File: config.mk
export PLATFORM = sky130hd
export DESIGN_NAME = mz_ps2_keymatrix
export DESIGN_NICKNAME = d
export VERILOG_FILES = /design/src/rtl/mz_kbd_pkg.sv /design/src/rtl/mz_scan_map.sv /design/src/rtl/mz_ps2_keymatrix.sv
export SDC_FILE = /design/constraint.sdc
export NUM_CORES = 1
export LEC_CHECK = 0
export ABC_AREA = 1
export BUFFER_PORTS_ARGS = -buffer_cell sky130_fd_sc_hd__clkbuf_2
export CAP_MARGIN = 0
export CORE_AREA = 2 2 142 144
export CTS_BUF_LIST = sky130_fd_sc_hd__clkbuf_8
export DETAILED_ROUTE_END_ITERATION = 10
export DIE_AREA = 0 0 144 146
export GPL_TIMING_DRIVEN = 0
export PLACE_DENSITY = 0.52
export SLEW_MARGIN = 5
export SYNTH_ARGS = -nofsm -noshare
export SYNTH_HDL_FRONTEND = slang
export SYNTH_SLANG_ARGS = --single-unit
File: constraint.sdc
create_clock -name CLK_50MHZ -period 5.44 [get_ports CLK_50MHZ]
set_input_delay 0.816 -clock CLK_50MHZ [delete_from_list [all_inputs] [get_ports CLK_50MHZ]]
set_output_delay 0.816 -clock CLK_50MHZ [all_outputs]
set_load 0.005 [all_outputs]
File: src/rtl/mz_kbd_pkg.sv
// Shared constants for the MZ-80 PS/2 keyboard front end: frame shape,
// receive states, set-2 prefix codes and the scan-code to matrix table.
package mz_kbd_pkg;

  localparam int ROWS_MAX   = 10;
  localparam int FRAME_BITS = 11;  // start + 8 data + parity + stop

  typedef enum logic [1:0] {IDLE, DATA, PARITY, STOP} rx_state_t;

  localparam logic [7:0] CODE_EXT = 8'hE0;
  localparam logic [7:0] CODE_BRK = 8'hF0;
  localparam logic [7:0] CODE_BAT = 8'hAA;

  typedef struct packed {
    logic       ext;
    logic [7:0] code;
    logic [3:0] row;
    logic [2:0] col;
  } map_entry_t;

  localparam int MAP_N = 53;

  // {ext, set-2 code, matrix row, matrix column}
  localparam map_entry_t MAP_TABLE [MAP_N] = '{
    // row 0: Enter, Backspace, Esc
    '{1'b0, 8'h5A, 4'd0, 3'd0}, '{1'b0, 8'h66, 4'd0, 3'd1}, '{1'b0, 8'h76, 4'd0, 3'd2},
    // row 1: digits 1..8
    '{1'b0, 8'h16, 4'd1, 3'd0}, '{1'b0, 8'h1E, 4'd1, 3'd1}, '{1'b0, 8'h26, 4'd1, 3'd2},
    '{1'b0, 8'h25, 4'd1, 3'd3}, '{1'b0, 8'h2E, 4'd1, 3'd4}, '{1'b0, 8'h36, 4'd1, 3'd5},
    '{1'b0, 8'h3D, 4'd1, 3'd6}, '{1'b0, 8'h3E, 4'd1, 3'd7},
    // row 2: 9 0 - =
    '{1'b0, 8'h46, 4'd2, 3'd0}, '{1'b0, 8'h45, 4'd2, 3'd1}, '{1'b0, 8'h4E, 4'd2, 3'd2},
    '{1'b0, 8'h55, 4'd2, 3'd3},
    // row 3: Q W E R T Y U I
    '{1'b0, 8'h15, 4'd3, 3'd0}, '{1'b0, 8'h1D, 4'd3, 3'd1}, '{1'b0, 8'h24, 4'd3, 3'd2},
    '{1'b0, 8'h2D, 4'd3, 3'd3}, '{1'b0, 8'h2C, 4'd3, 3'd4}, '{1'b0, 8'h35, 4'd3, 3'd5},
    '{1'b0, 8'h3C, 4'd3, 3'd6}, '{1'b0, 8'h43, 4'd3, 3'd7},
    // row 4: A S D F G H J K
    '{1'b0, 8'h1C, 4'd4, 3'd0}, '{1'b0, 8'h1B, 4'd4, 3'd1}, '{1'b0, 8'h23, 4'd4, 3'd2},
    '{1'b0, 8'h2B, 4'd4, 3'd3}, '{1'b0, 8'h34, 4'd4, 3'd4}, '{1'b0, 8'h33, 4'd4, 3'd5},
    '{1'b0, 8'h3B, 4'd4, 3'd6}, '{1'b0, 8'h42, 4'd4, 3'd7},
    // row 5: Z X C V B N M O
    '{1'b0, 8'h1A, 4'd5, 3'd0}, '{1'b0, 8'h22, 4'd5, 3'd1}, '{1'b0, 8'h21, 4'd5, 3'd2},
    '{1'b0, 8'h2A, 4'd5, 3'd3}, '{1'b0, 8'h32, 4'd5, 3'd4}, '{1'b0, 8'h31, 4'd5, 3'd5},
    '{1'b0, 8'h3A, 4'd5, 3'd6}, '{1'b0, 8'h44, 4'd5, 3'd7},
    // row 6: P L , . Space /
    '{1'b0, 8'h4D, 4'd6, 3'd0}, '{1'b0, 8'h4B, 4'd6, 3'd1}, '{1'b0, 8'h41, 4'd6, 3'd2},
    '{1'b0, 8'h49, 4'd6, 3'd3}, '{1'b0, 8'h29, 4'd6, 3'd4}, '{1'b0, 8'h4A, 4'd6, 3'd5},
    // row 8: LShift RShift Ctrl
    '{1'b0, 8'h12, 4'd8, 3'd0}, '{1'b0, 8'h59, 4'd8, 3'd1}, '{1'b0, 8'h14, 4'd8, 3'd2},
    // row 9: extended cursor block
    '{1'b1, 8'h6B, 4'd9, 3'd0}, '{1'b1, 8'h74, 4'd9, 3'd1}, '{1'b1, 8'h75, 4'd9, 3'd2},
    '{1'b1, 8'h72, 4'd9, 3'd3}, '{1'b1, 8'h6C, 4'd9, 3'd4}
  };

endpackage

File: src/rtl/mz_scan_map.sv
// Combinational {ext, code} -> {hit, row, col} lookup into the package table.
module mz_scan_map
  import mz_kbd_pkg::*;
(
  input  logic       ext,
  input  logic [7:0] code,
  output logic       hit,
  output logic [3:0] row,
  output logic [2:0] col
);

  // table scan; entries are unique so at most one matches
  always_comb begin
    hit = 1'b0;
    row = '0;
    col = '0;
    for (int i = 0; i < MAP_N; i++) begin
      if (MAP_TABLE[i].ext == ext && MAP_TABLE[i].code == code) begin
        hit = 1'b1;
        row = MAP_TABLE[i].row;
        col = MAP_TABLE[i].col;
      end
    end
  end

endmodule

File: src/rtl/mz_ps2_keymatrix.sv
// PS/2 receiver + set-2 decoder driving the MZ-80 10x8 key matrix, with the
// registered E001h row read (active-low, 0 = pressed).
module mz_ps2_keymatrix
  import mz_kbd_pkg::*;
#(
  parameter int TIMEOUT_CYCLES = 100000,
  parameter int ROWS           = ROWS_MAX
) (
  input  logic       CLK_50MHZ,
  input  logic       RESET,
  input  logic       ps2_clk,
  input  logic       ps2_data,
  input  logic [3:0] key_strobe,
  output logic [7:0] row_data,
  output logic       scan_valid,
  output logic [7:0] scan_code,
  output logic       frame_err
);

  localparam int            TW      = $clog2(TIMEOUT_CYCLES);
  localparam logic [TW-1:0] TO_LAST = TW'(TIMEOUT_CYCLES - 1);
  localparam logic [2:0]    LAST_DB = 3'(FRAME_BITS - 4);  // index of last data bit

  // pad synchronisers and falling-edge strobe
  logic [1:0]    clk_sync_q, data_sync_q;
  logic          clk_prev_q, fall_q, fall_d, bit_q;

  rx_state_t     st_q, st_d;
  logic [2:0]    bit_cnt_q, bit_cnt_d;
  logic [7:0]    shift_q, shift_d;
  logic          par_q, par_d;
  logic [TW-1:0] to_cnt_q, to_cnt_d;
  logic          scan_valid_q, scan_valid_d;
  logic          frame_err_q, frame_err_d;
  logic [7:0]    scan_code_q, scan_code_d;

  logic                  ext_q, ext_d, brk_q, brk_d;
  logic [ROWS-1:0][7:0]  matrix_q, matrix_d;
  logic [7:0]            row_data_q, row_data_d;

  logic       map_hit;
  logic [3:0] map_row;
  logic [2:0] map_col;

  assign fall_d = clk_prev_q & ~clk_sync_q[1];

  // receive FSM next state: acts only on the registered falling edge
  always_comb begin
    st_d         = st_q;
    bit_cnt_d    = bit_cnt_q;
    shift_d      = shift_q;
    par_d        = par_q;
    to_cnt_d     = to_cnt_q;
    scan_code_d  = scan_code_q;
    scan_valid_d = 1'b0;
    frame_err_d  = 1'b0;
    if (fall_q) begin
      to_cnt_d = '0;
      case (st_q)
        IDLE: begin
          if (!bit_q) begin
            st_d      = DATA;
            bit_cnt_d = '0;
          end else begin
            frame_err_d = 1'b1;
          end
        end
        DATA: begin
          shift_d   = {bit_q, shift_q[7:1]};
          bit_cnt_d = bit_cnt_q + 3'd1;
          if (bit_cnt_q == LAST_DB) st_d = PARITY;
        end
        PARITY: begin
          par_d = bit_q;
          st_d  = STOP;
        end
        default: begin
          if (bit_q && (^{shift_q, par_q})) begin
            scan_valid_d = 1'b1;
            scan_code_d  = shift_q;
          end else begin
            frame_err_d = 1'b1;
          end
          st_d = IDLE;
        end
      endcase
    end else if (st_q != IDLE) begin
      if (to_cnt_q == TO_LAST) begin
        frame_err_d = 1'b1;
        st_d        = IDLE;
        to_cnt_d    = '0;
      end else begin
        to_cnt_d = to_cnt_q + TW'(1);
      end
    end
  end

  // sync chain, edge strobe and receive registers
  always_ff @(posedge CLK_50MHZ or posedge RESET) begin
    if (RESET) begin
      clk_sync_q   <= 2'b11;
      data_sync_q  <= 2'b11;
      clk_prev_q   <= 1'b1;
      fall_q       <= 1'b0;
      bit_q        <= 1'b1;
      st_q         <= IDLE;
      bit_cnt_q    <= '0;
      shift_q      <= '0;
      par_q        <= 1'b0;
      to_cnt_q     <= '0;
      scan_valid_q <= 1'b0;
      frame_err_q  <= 1'b0;
      scan_code_q  <= '0;
    end else begin
      clk_sync_q   <= {clk_sync_q[0], ps2_clk};
      data_sync_q  <= {data_sync_q[0], ps2_data};
      clk_prev_q   <= clk_sync_q[1];
      fall_q       <= fall_d;
      bit_q        <= data_sync_q[1];
      st_q         <= st_d;
      bit_cnt_q    <= bit_cnt_d;
      shift_q      <= shift_d;
      par_q        <= par_d;
      to_cnt_q     <= to_cnt_d;
      scan_valid_q <= scan_valid_d;
      frame_err_q  <= frame_err_d;
      scan_code_q  <= scan_code_d;
    end
  end

  mz_scan_map u_map (
    .ext  (ext_q),
    .code (scan_code_q),
    .hit  (map_hit),
    .row  (map_row),
    .col  (map_col)
  );

  // decoder: prefix flags, BAT clear and matrix bit writes (1 = released)
  always_comb begin
    ext_d    = ext_q;
    brk_d    = brk_q;
    matrix_d = matrix_q;
    if (frame_err_q) begin
      ext_d = 1'b0;
      brk_d = 1'b0;
    end else if (scan_valid_q) begin
      if (scan_code_q == CODE_EXT) begin
        ext_d = 1'b1;
      end else if (scan_code_q == CODE_BRK) begin
        brk_d = 1'b1;
      end else begin
        ext_d = 1'b0;
        brk_d = 1'b0;
        if (scan_code_q == CODE_BAT && !brk_q)
          matrix_d = '1;
        else if (map_hit && 32'(map_row) < ROWS)
          matrix_d[map_row][map_col] = brk_q;
      end
    end
  end

  // registered row read; reads the pre-write matrix in a same-cycle update
  always_comb begin
    row_data_d = 8'hFF;
    if (32'(key_strobe) < ROWS) row_data_d = matrix_q[key_strobe];
  end

  // decoder state, matrix and read register
  always_ff @(posedge CLK_50MHZ or posedge RESET) begin
    if (RESET) begin
      ext_q      <= 1'b0;
      brk_q      <= 1'b0;
      matrix_q   <= '1;
      row_data_q <= 8'hFF;
    end else begin
      ext_q      <= ext_d;
      brk_q      <= brk_d;
      matrix_q   <= matrix_d;
      row_data_q <= row_data_d;
    end
  end

  assign row_data   = row_data_q;
  assign scan_valid = scan_valid_q;
  assign scan_code  = scan_code_q;
  assign frame_err  = frame_err_q;

endmodule

Word level (Yosys, flattened, before mapping)
Index checks and enable logic that the tools add are counted.
{"block": "totals", "reg_bits": 138}
{"block": "op_classes", "n_addsub": 2, "bitwise": 7, "n_eq_ne": 65, "reduce_logical": 77, "order_cmp": 7, "muxes": 193}
{"op": "$mux W3", "n": 73}
{"op": "$eq A6 B8 Y1 const A", "n": 23}
{"op": "$eq A7 B8 Y1 const A", "n": 21}
{"op": "$mux W80", "n": 2}
{"op": "$bwmux W80", "n": 1}
{"op": "$mux W1", "n": 79}
{"op": "$eq A5 B8 Y1 const A", "n": 9}
{"op": "$logic_and A1 B1 Y1", "n": 58}
{"op": "$mux W17", "n": 3}
{"op": "$mux W2", "n": 18}
{"op": "$bmux W8 S4", "n": 1}
{"op": "$demux W8 S4", "n": 1}
{"op": "$mux W4", "n": 8}
{"op": "$eq A8 B8 Y1 const B", "n": 3}
{"op": "$mux W8", "n": 3}
{"op": "$add A17 B1 Y17 const B", "n": 1}
{"op": "$eq A17 B17 Y1 const B", "n": 1}
{"op": "$reduce_bool A2 Y1", "n": 6}
{"op": "$lt A4 B5 Y1 const B", "n": 2}
{"op": "$ne A3 B3 Y1 const B", "n": 3}
{"op": "$reduce_xor A9 Y1", "n": 1}
{"op": "$lt A4 B4 Y1 const B", "n": 2}
{"op": "$reduce_and A2 Y1", "n": 4}
{"op": "$not A1 Y1", "n": 6}
{"op": "other kinds (20)", "n": 22}

Depth between registers and ports, before layout
Gate-level depths: netlist of run 1.
{"block": "logic_depth", "ltp_word": 63, "mapped_depth": 21}

Cells and area by module
A second synthesis of run 1 with hierarchy kept.
{"block": "hier_totals", "hier_cells": 1416, "area_unflattened_um2": 9487.8}
{"mod": "mz_ps2_keymatrix", "n_inst": 1, "area_each_um2": 8633.3, "cells_each": 1238, "seq_area_each_um2": 3570.9}
{"mod": "mz_scan_map", "n_inst": 1, "area_each_um2": 854.6, "cells_each": 178, "seq_area_each_um2": 0.0}

Least setup slack after synthesis of run 1
OpenSTA, ideal clock, no wires.
{"block": "synth_path", "kind": "flip-flop to flip-flop", "from": "reg scan_code_q[5], in the netlist scan_code[5]", "to": "reg matrix_q[20] (netlist bit)", "n_path_buf": 2, "slack_ns": 3.184, "required_time_ns": 5.364, "path_stages_with_launch": 17, "period_less_slack_ns": 2.256, "arrival_time_ns": 2.180, "path_cell_list": "dfrtp_1 -> nand2_1 -> inv_1 -> nand2_2 -> nor2_1 -> inv_2 -> nor2_1 -> nor4_2 -> nand4_1 -> nor2_2 -> nand4_2 -> nand3_4 -> inv_2 -> buf_6 -> nand2_4 -> buf_6 -> nand2_1"}
{"block": "synth_between", "elab_chain_len": 63, "word_cells_on_any_way": 284, "classes_between": "order compare (5); eq/ne (56); mux (162); bitwise (2); reduce/logical (59)"}
{"item": "start: declaration", "line_no": "mz_ps2_keymatrix.sv:35", "text": "logic [7:0] scan_code_q, scan_code_d;"}
{"item": "start signal: assignment", "line_no": "mz_ps2_keymatrix.sv:127", "text": "scan_code_q <= scan_code_d;"}
{"item": "$eq A7 B8 Y1", "line_no": "mz_scan_map.sv:18", "text": "if (MAP_TABLE[i].ext == ext && MAP_TABLE[i].code == code) begin"}
{"item": "$logic_and A1 B1 Y1", "line_no": "mz_scan_map.sv:18"}
{"item": "$mux W1", "line_no": "mz_scan_map.sv:18"}
{"item": "$mux W2", "line_no": "mz_scan_map.sv:18"}
{"item": "$mux W3 (50 in series)", "line_no": "mz_scan_map.sv:18"}
{"item": "$lt A3 B4 Y1 (implied by the code) / $ge A3 B1 Y1 (equally long branches)", "line_no": "mz_ps2_keymatrix.sv:158", "text": "matrix_d[map_row][map_col] = brk_q;"}
{"item": "$logic_and A1 B1 Y1 (implied by the code)", "line_no": "mz_ps2_keymatrix.sv:158"}
{"item": "$mux W1 (implied by the code)", "line_no": "mz_ps2_keymatrix.sv:158"}
{"item": "$demux W1 S3", "line_no": "mz_ps2_keymatrix.sv:158"}
{"item": "$mux W8 (implied by the code)", "line_no": "mz_ps2_keymatrix.sv:158"}
{"item": "$demux W8 S4", "line_no": "mz_ps2_keymatrix.sv:158"}
{"item": "$bwmux W80", "line_no": "mz_ps2_keymatrix.sv:158"}
{"item": "$mux W80", "line_no": "mz_ps2_keymatrix.sv:157", "text": "else if (map_hit && 32'(map_row) < ROWS)"}
{"item": "$mux W80", "line_no": "mz_ps2_keymatrix.sv:155", "text": "if (scan_code_q == CODE_BAT && !brk_q)"}
{"item": "end signal: assignment", "line_no": "mz_ps2_keymatrix.sv:179", "text": "matrix_q <= matrix_d;"}
{"item": "end: declaration", "line_no": "mz_ps2_keymatrix.sv:38", "text": "logic [ROWS-1:0][7:0] matrix_q, matrix_d;"}
Several ways; a longest one is shown, not always the timed one. The select of a mux whose other input is x is not followed.
A chain may end at the register's enable or synchronous reset.

Worst setup path after layout of run 1
{"block": "layout_path", "from": "reg scan_code_q[7], in the netlist scan_code[7]", "to": "reg matrix_q[60] (netlist bit)"}
The elaborated chain is that of the path after synthesis.

==> results.cfg, run 1 <==
[setup_path]
critical_path.endpoint = matrix_q[60]
startpoint = scan_code[7]
cp.arrival_ns = 3.44
critPathKind = register to register
path_max_fanout = 10
critPathRequiredTime_ns = 5.82
r2r-end = matrix_q[60]
r2r-start = scan_code[7]
start_kind = register
r2r_cells = 15
endpoint_kind = register
r2r_slack_ns = 2.38

[detailed_routing]
drt_iter0_drc = 488
routedWlPerCell_um = 17.18
dr.pass1.iters = 5
routed_via_density = 5.065
routed_wl_mm = 22.40
via_count = 6605
drtAntennaViolNets = 0
drc = 0

[placed_design]
placed_area_mm2 = 0.008177
dp_hpwl_mm = 17.04
port_buffers = 23
dp_slack_ns = 2.411
globalplace.congestion = 0.9575

[cts]
cts_root_buffer = clkbuf_8
insertion_delay_ns = 0.46
htree_levels = 4
cts_buffers = 17
clockBufferDepth = 2
cts.clk_slew.worst_paths_ns = 0.09
post_cts_buffers = 0
cts_tree = yes
hold_buffers = 0
cts.repair.resized = 0
cts_num_sinks = 138

[power]
power_density_mw_per_mm2 = 261.7
finalPower_mw = 2.247
p_leak_nw = 3.606
ir_drop_uv = 166.4

[global_routing]
antenna_found_initial = 0
overflow = 0
grtUsageTotal_pct = 22.47
grt_pass1_wl_mm = 36.06
grt_pass1_vias = 6560
grt_max_degree = 72

[synth]
syn-cell-area_mm2 = 0.007697
syn_inst = 983
postSynthAreaPerCell_um2 = 7.831
synth_xor_area_share_pct = 1.365
synth.net_count = 999
synth_seq_area_share_pct = 46.39
synth_top_family_by_area = simple AND/OR/NAND/NOR gates
ys.flop_type = dfstp_2
synth_compound_area_share_pct = 16.47
synth_edf_count = 0
ys_ff_latch = 138
synth-simple-area-share_pct = 24.35
synth_cell_types = 43
synth-warning-count = 0
synth_fa_ha_area_share_pct = 1.300
synthArstFlopShare_pct = 100.0
synth.mux.area_fraction_pct = 1.040

[die]
floorplan.initialDensity_pct = 39.81
coreArea_mm2 = 0.01933
die_area_mm2 = 0.02102
die_width_um = 144
num_io_pins = 26
fp-row-count = 51
fp.dieH_um = 146

[sta]
finalSetupViolCount = 0
layout_worst_path_cycle_share_pct = 56.25
setup_ws_ns = 2.380
worst_slew_pin_slew_ns = 0.8127
setup-tns-final_ns = 0
finalHoldViolCount = 0
report.final.slew_viol_count = 0
timing.fmax_mhz = 326.8
holdWs_ns = 0.3572
rsz0062_at_grt = no
fin_crit_ns = 3.060
relSlewSlack_pct = 45.42
final.setup_skew_ns = 0.02365

[run_status]
outcome = finished clean

[cells_and_area]
diodes = 0
design_area_mm2 = 0.008588
syn_to_final_growth_pct = 11.57
n_fill_cell = 1981
drive_above_1_share_pct = 18.86
finalNetCount = 1042

[run]
maxCapViolations = 0

[min_path]
whs_path_depth = 0
min_from = data_sync_q[1]
hp-class = register to register
worst min-delay path by stage:
stage                     to
6_report               bit_q
3_3_place_gp   clk_sync_q[1]
3_5_place_dp   clk_sync_q[1]
2_1_floorplan          bit_q
5_1_grt                bit_q
4_1_cts                bit_q
flip-flops by register name (all words and copies together), names as in the netlist, 2 cells and up:
signal,cells
matrix_q,80
to_cnt_q,17
row_data,8
scan_code,8
shift_q,8
bit_cnt_q,3
clk_sync_q,2
data_sync_q,2
st_q,2
area by class of cell:
type	count	area [um2]	share of cell area [%]
plain buffers	34	162.7	1.894
clock buffers	19	261.5	3.045
clock inverters	13	150.1	1.748
inverters	143	541.8	6.308
multi-input cells	668	3427	39.90
flip-flops and latches	138	3571	41.58
well taps	265	331.6	3.861
repair buffers	24	142.6	1.661
layer usage:
layer / vias up / share of wire (%) / GRT usage [%]
met5: - / 0 / 0
met4: 0 / 3.0 / 8.578
met2: 136 / 48 / 36.45
met1: 3090 / 46 / 29.98
met3: 45 / 2.9 / 3.718
li1: 3334 / - / -
cell usage after synthesis, types with 2 or more instances:
cell type	number	share of area, %
o21ai_2	14	1.6
nor3b_1	3	0.29
o31ai_1	2	0.20
buf_2	4	0.26
o21ai_0	69	4.5
xor2_1	7	0.80
a31oi_1	3	0.24
nor4_1	9	0.73
clkbuf_1	24	1.2
and3_1	2	0.16
nand2_4	2	0.29
o2111ai_1	4	0.46
inv_2	7	0.34
nor2_2	5	0.41
inv_1	134	6.5
nor3_1	36	2.3
nand4_1	29	2.4
o211ai_1	3	0.29
dfrtp_1	44	14
nand2_2	2	0.16
buf_6	4	0.59
nor2_1	112	5.5
ha_1	8	1.3
mux2i_1	8	1.0
a21oi_1	95	6.2
o21ai_1	13	0.85
nand2_1	164	8.0
dfstp_2	94	32
nor4_2	2	0.33
o21a_1	18	1.8
nand3_1	42	2.7
nor3_2	2	0.26
clkinv_1	2	0.098
or2_2	2	0.16
buf_1	2	0.098
xnor2_1	5	0.57
cells by family after synthesis:
logic type,Yosys count
AO/OA/AOI/OAI,225
flip-flops,138
XOR/XNOR,12
multiplexers,8
buffers and inverters,177
adder cells (fa/ha/maj),8
AND/OR/NAND/NOR,415
report_power, final:
group | switching (mW) | internal (mW)
registers | 0.0421 | 1.08
clock network | 0.424 | 0.475
logic | 0.144 | 0.0843
total | 0.610 | 1.64
through the flow:
| step | std cells | util, % |
|---|---|---|
| after floorplan | 983 | - |
| after global placement | 1271 | 42.12 |
| after detailed placement | 1272 | 42.29 |
| after CTS | 1304 | 44.42 |
| after global routing | 1304 | 44.42 |
| final | 1304 | 44.42 |
worst max-delay path: stages, from the launching register on:
cell     delay (ns)
dfrtp_1        0.42
inv_1          0.18
nand2_1        0.14
nor3_2         0.30
nand2_1        0.30
nor2_1         0.40
nor4_1         0.09
nand2_1        0.14
nor3_1         0.07
nand4_2        0.09
nand3_4        0.15
inv_2          0.12
buf_6          0.17
nand2_4        0.13
buf_6          0.22
nand2_1        0.06
placed cells by master (no fill, tap or decap), types with 5 or more instances in the layout:
cell and count:
a21oi_1 95, clkbuf_1 24, clkbuf_2 23, clkbuf_8 19
dfrtp_1 44, dfstp_2 94, ha_1 8, inv_1 135
inv_2 7, mux2i_1 8, nand2_1 164, nand3_1 42
nand4_1 29, nor2_1 112, nor2_2 5, nor3_1 36
nor4_1 9, o21a_1 18, o21ai_0 69, o21ai_1 13
o21ai_2 14, xnor2_1 5, xor2_1 7
(Power assumes the default switching activity.)
==> run 2: changes to the inputs <==
PLACE_DENSITY = 0.54   (was 0.52)
clock period = 2.5 ns   (was 5.44 ns; I/O delays follow)
==> run 2 against run 1 <==
- the run now ends with setup timing left
- combinational power up 140%
- clock power is 110% higher
- sequential share of layout area down 5.6 points
- via count rose by 7.3%
- flip-flop and latch count unchanged
- wire length increased by 5.2%
- largest cell class is now multi-input combinational cells
- highest routed layer unchanged
==> results.cfg, run 2 (synthesized netlist as in run 1, its figures left out) <==
[run_status]
outcome = finished with violations
violations = setup timing

[cts]
cts_root_buffer = clkbuf_8
htree_levels = 4
cts_num_sinks = 138
cts.clk_slew.worst_paths_ns = 0.08
cts_tree = yes
clockBufferDepth = 2
insertion_delay_ns = 0.47
cts_buffers = 17

[placed_design]
dp_cells = 1275
dp_hpwl_mm = 17.07
port_buffers = 23
globalplace.congestion = 0.9819

[setup_path]
r2r_slack_ns = -0.15
path_common_cell = nor2_2
cp_num_buf_inv = 5
critPathRequiredTime_ns = 2.89
critPathKind = register to register
path_max_fanout = 10
crit_family = simple AND/OR/NAND/NOR gates
start_kind = register
cp_slowest_stage_delay_ns = 0.45
endpoint_kind = register
cp.arrival_ns = 3.04
path_cells = buf_4 -> nor2_2 -> inv_2 -> nor2_2 -> inv_2 -> nor2_2 -> nor3b_4 -> nand4_1 -> nor3_2 -> nand4_2 -> nand3_4 -> buf_12 -> buf_6 -> a21oi_2 -> mux2i_1
crit_path_top_delay_cell = dfrtp_2

[sta]
timing.fmax_mhz = 377.4
final.setup_skew_ns = 0.01604
worst_slew_pin_slew_ns = 0.8735
setup_ws_ns = -0.1496
finalHoldViolCount = 0
report.final.slew_viol_count = 0
layout_worst_path_cycle_share_pct = 106.0
fin_crit_ns = 2.650
rsz0062_at_grt = yes
relSlewSlack_pct = 41.76
finalSetupViolCount = 64

[power]
sw_frac_of_total_pct = 27.62
sequentialPowerShare_pct = 49.9
comb_power_share_pct = 11.3
ir_drop_uv = 457.8
power.internal_mw = 3.523
power_density_mw_per_mm2 = 488.8
switchingPower_mw = 1.344
p_leak_nw = 4.084
clockPowerShare_pct = 38.7

[detailed_routing]
routedWlPerCell_um = 17.16
via_count = 7087
routed_via_density = 5.158
drc = 0
routed_wl_mm = 23.57
drt_iter0_drc = 481
dr.pass1.iters = 5
drtAntennaViolNets = 0

[min_path]
hp-class = primary input to register

[cells_and_area]
syn_to_final_growth_pct = 29.36
largest_register_ffs = 80
n_fill_cell = 1914
layout.cells.most_common = nand2_1
mostFrequentLayoutCells = 151 x nand2_1, 116 x inv_1, 94 x dfstp_2
finalNetCount = 1112
largestRegisters = matrix_q: 80 flops, to_cnt_q: 17 flops
layout.cells.non_filler = 1374
diodes = 0
drive_above_1_share_pct = 35.80
top_register = matrix_q
fin_util_pct = 51.50

[die]
fp.dieH_um = 146
floorplan.initialDensity_pct = 39.81
num_io_pins = 26
die_area_mm2 = 0.02102
die_width_um = 144
fp-row-count = 51
coreArea_mm2 = 0.01933

[global_routing]
grt_max_degree = 35
grt_pass1_wl_mm = 37.40
overflow = 0
grt_pass1_vias = 6933
antenna_found_initial = 0
grtUsageTotal_pct = 23.13

[run]
maxCapViolations = 0
==> run 2: power groups by stage <==
| stage | logic (mW) | clock network [mW] | registers (mW) |
|---|---|---|---|
| final | 0.551 | 1.89 | 2.43 |
| after global routing | 0.628 | 2.04 | 2.45 |
| after CTS | 0.532 | 1.94 | 2.44 |
| after detailed placement | 0.519 | 0 | 2.47 |
| after global placement | 0.492 | 0 | 2.47 |
| after floorplan | 0.373 | 0 | 2.45 |
==> run 2: routing by layer <==
layer | track usage, % | up-vias | routed length (um) | part of all wire, %
li1 | - | 3476 | - | -
met1 | 30.84 | 3419 | 10670 | 45
met2 | 38.36 | 153 | 11580 | 49
met3 | 4.047 | 39 | 771 | 3.3
met4 | 6.863 | 0 | 555 | 2.4
met5 | 0 | - | 0 | 0
==> run 2: worst reg2reg max path, cell delays in order, from the launching register on <==
cell     delay (ns)
dfrtp_2        0.45
buf_4          0.16
nor2_2         0.16
inv_2          0.08
nor2_2         0.20
inv_2          0.13
nor2_2         0.24
nor3b_4        0.09
nand4_1        0.10
nor3_2         0.06
nand4_2        0.10
nand3_4        0.13
buf_12         0.17
buf_6          0.16
a21oi_2        0.16
mux2i_1        0.20
==> run 2: cell type report <==
type                            count  area (um2)  area share, %
Timing Repair Buffer               94       804.5          8.080
Clock inverter                     12       121.4          1.219
Buffer                             34       209.0          2.099
Sequential cell                   138        3580          35.95
Inverter                          143       563.0          5.655
Clock buffer                       20       275.3          2.765
Multi-Input combinational cell    668        4073          40.90
Tap cell                          265       331.6          3.330
==> run 2: final timing paths <==
kind                                     start            to  cells past startpoint
min in group asynchronous                RESET  to_cnt_q[13]                      3
max in group asynchronous                RESET   matrix_q[6]                      6
worst max-delay path              scan_code[2]  matrix_q[65]                     15
worst max register to register    scan_code[2]  matrix_q[65]                     15
worst min-delay path             key_strobe[3]   row_data[7]                      2
worst min register to register  data_sync_q[1]         bit_q                      0
==> run 2: metrics by stage <==
step                hold slack (ns)  instance area [um2]  total power [mW]    TNS, ns  setup WS, ns
floorplan                    0.3452                 7701             2.823          0        0.2439
global route                 0.2162                 9957             5.115     -12.50       -0.2721
global placement             0.3460                 8148             2.967     -54.87       -0.5353
CTS                          0.1958                 9494             4.904  -0.001710     -0.001710
finish                       0.2140                 9957             4.867     -4.732       -0.1496
detailed placement           0.3470                 8235             2.991     -30.22       -0.4705
==> run 2: repair_timing <==
action,4_1_cts,5_1_grt
hold endpoints to repair,22,0
gates resized for setup,147,69
buffers inserted,41,20
cloned,1,2
pin swaps,21,13
endpoints found under the setup margin,80,85
hold buffers,3,0
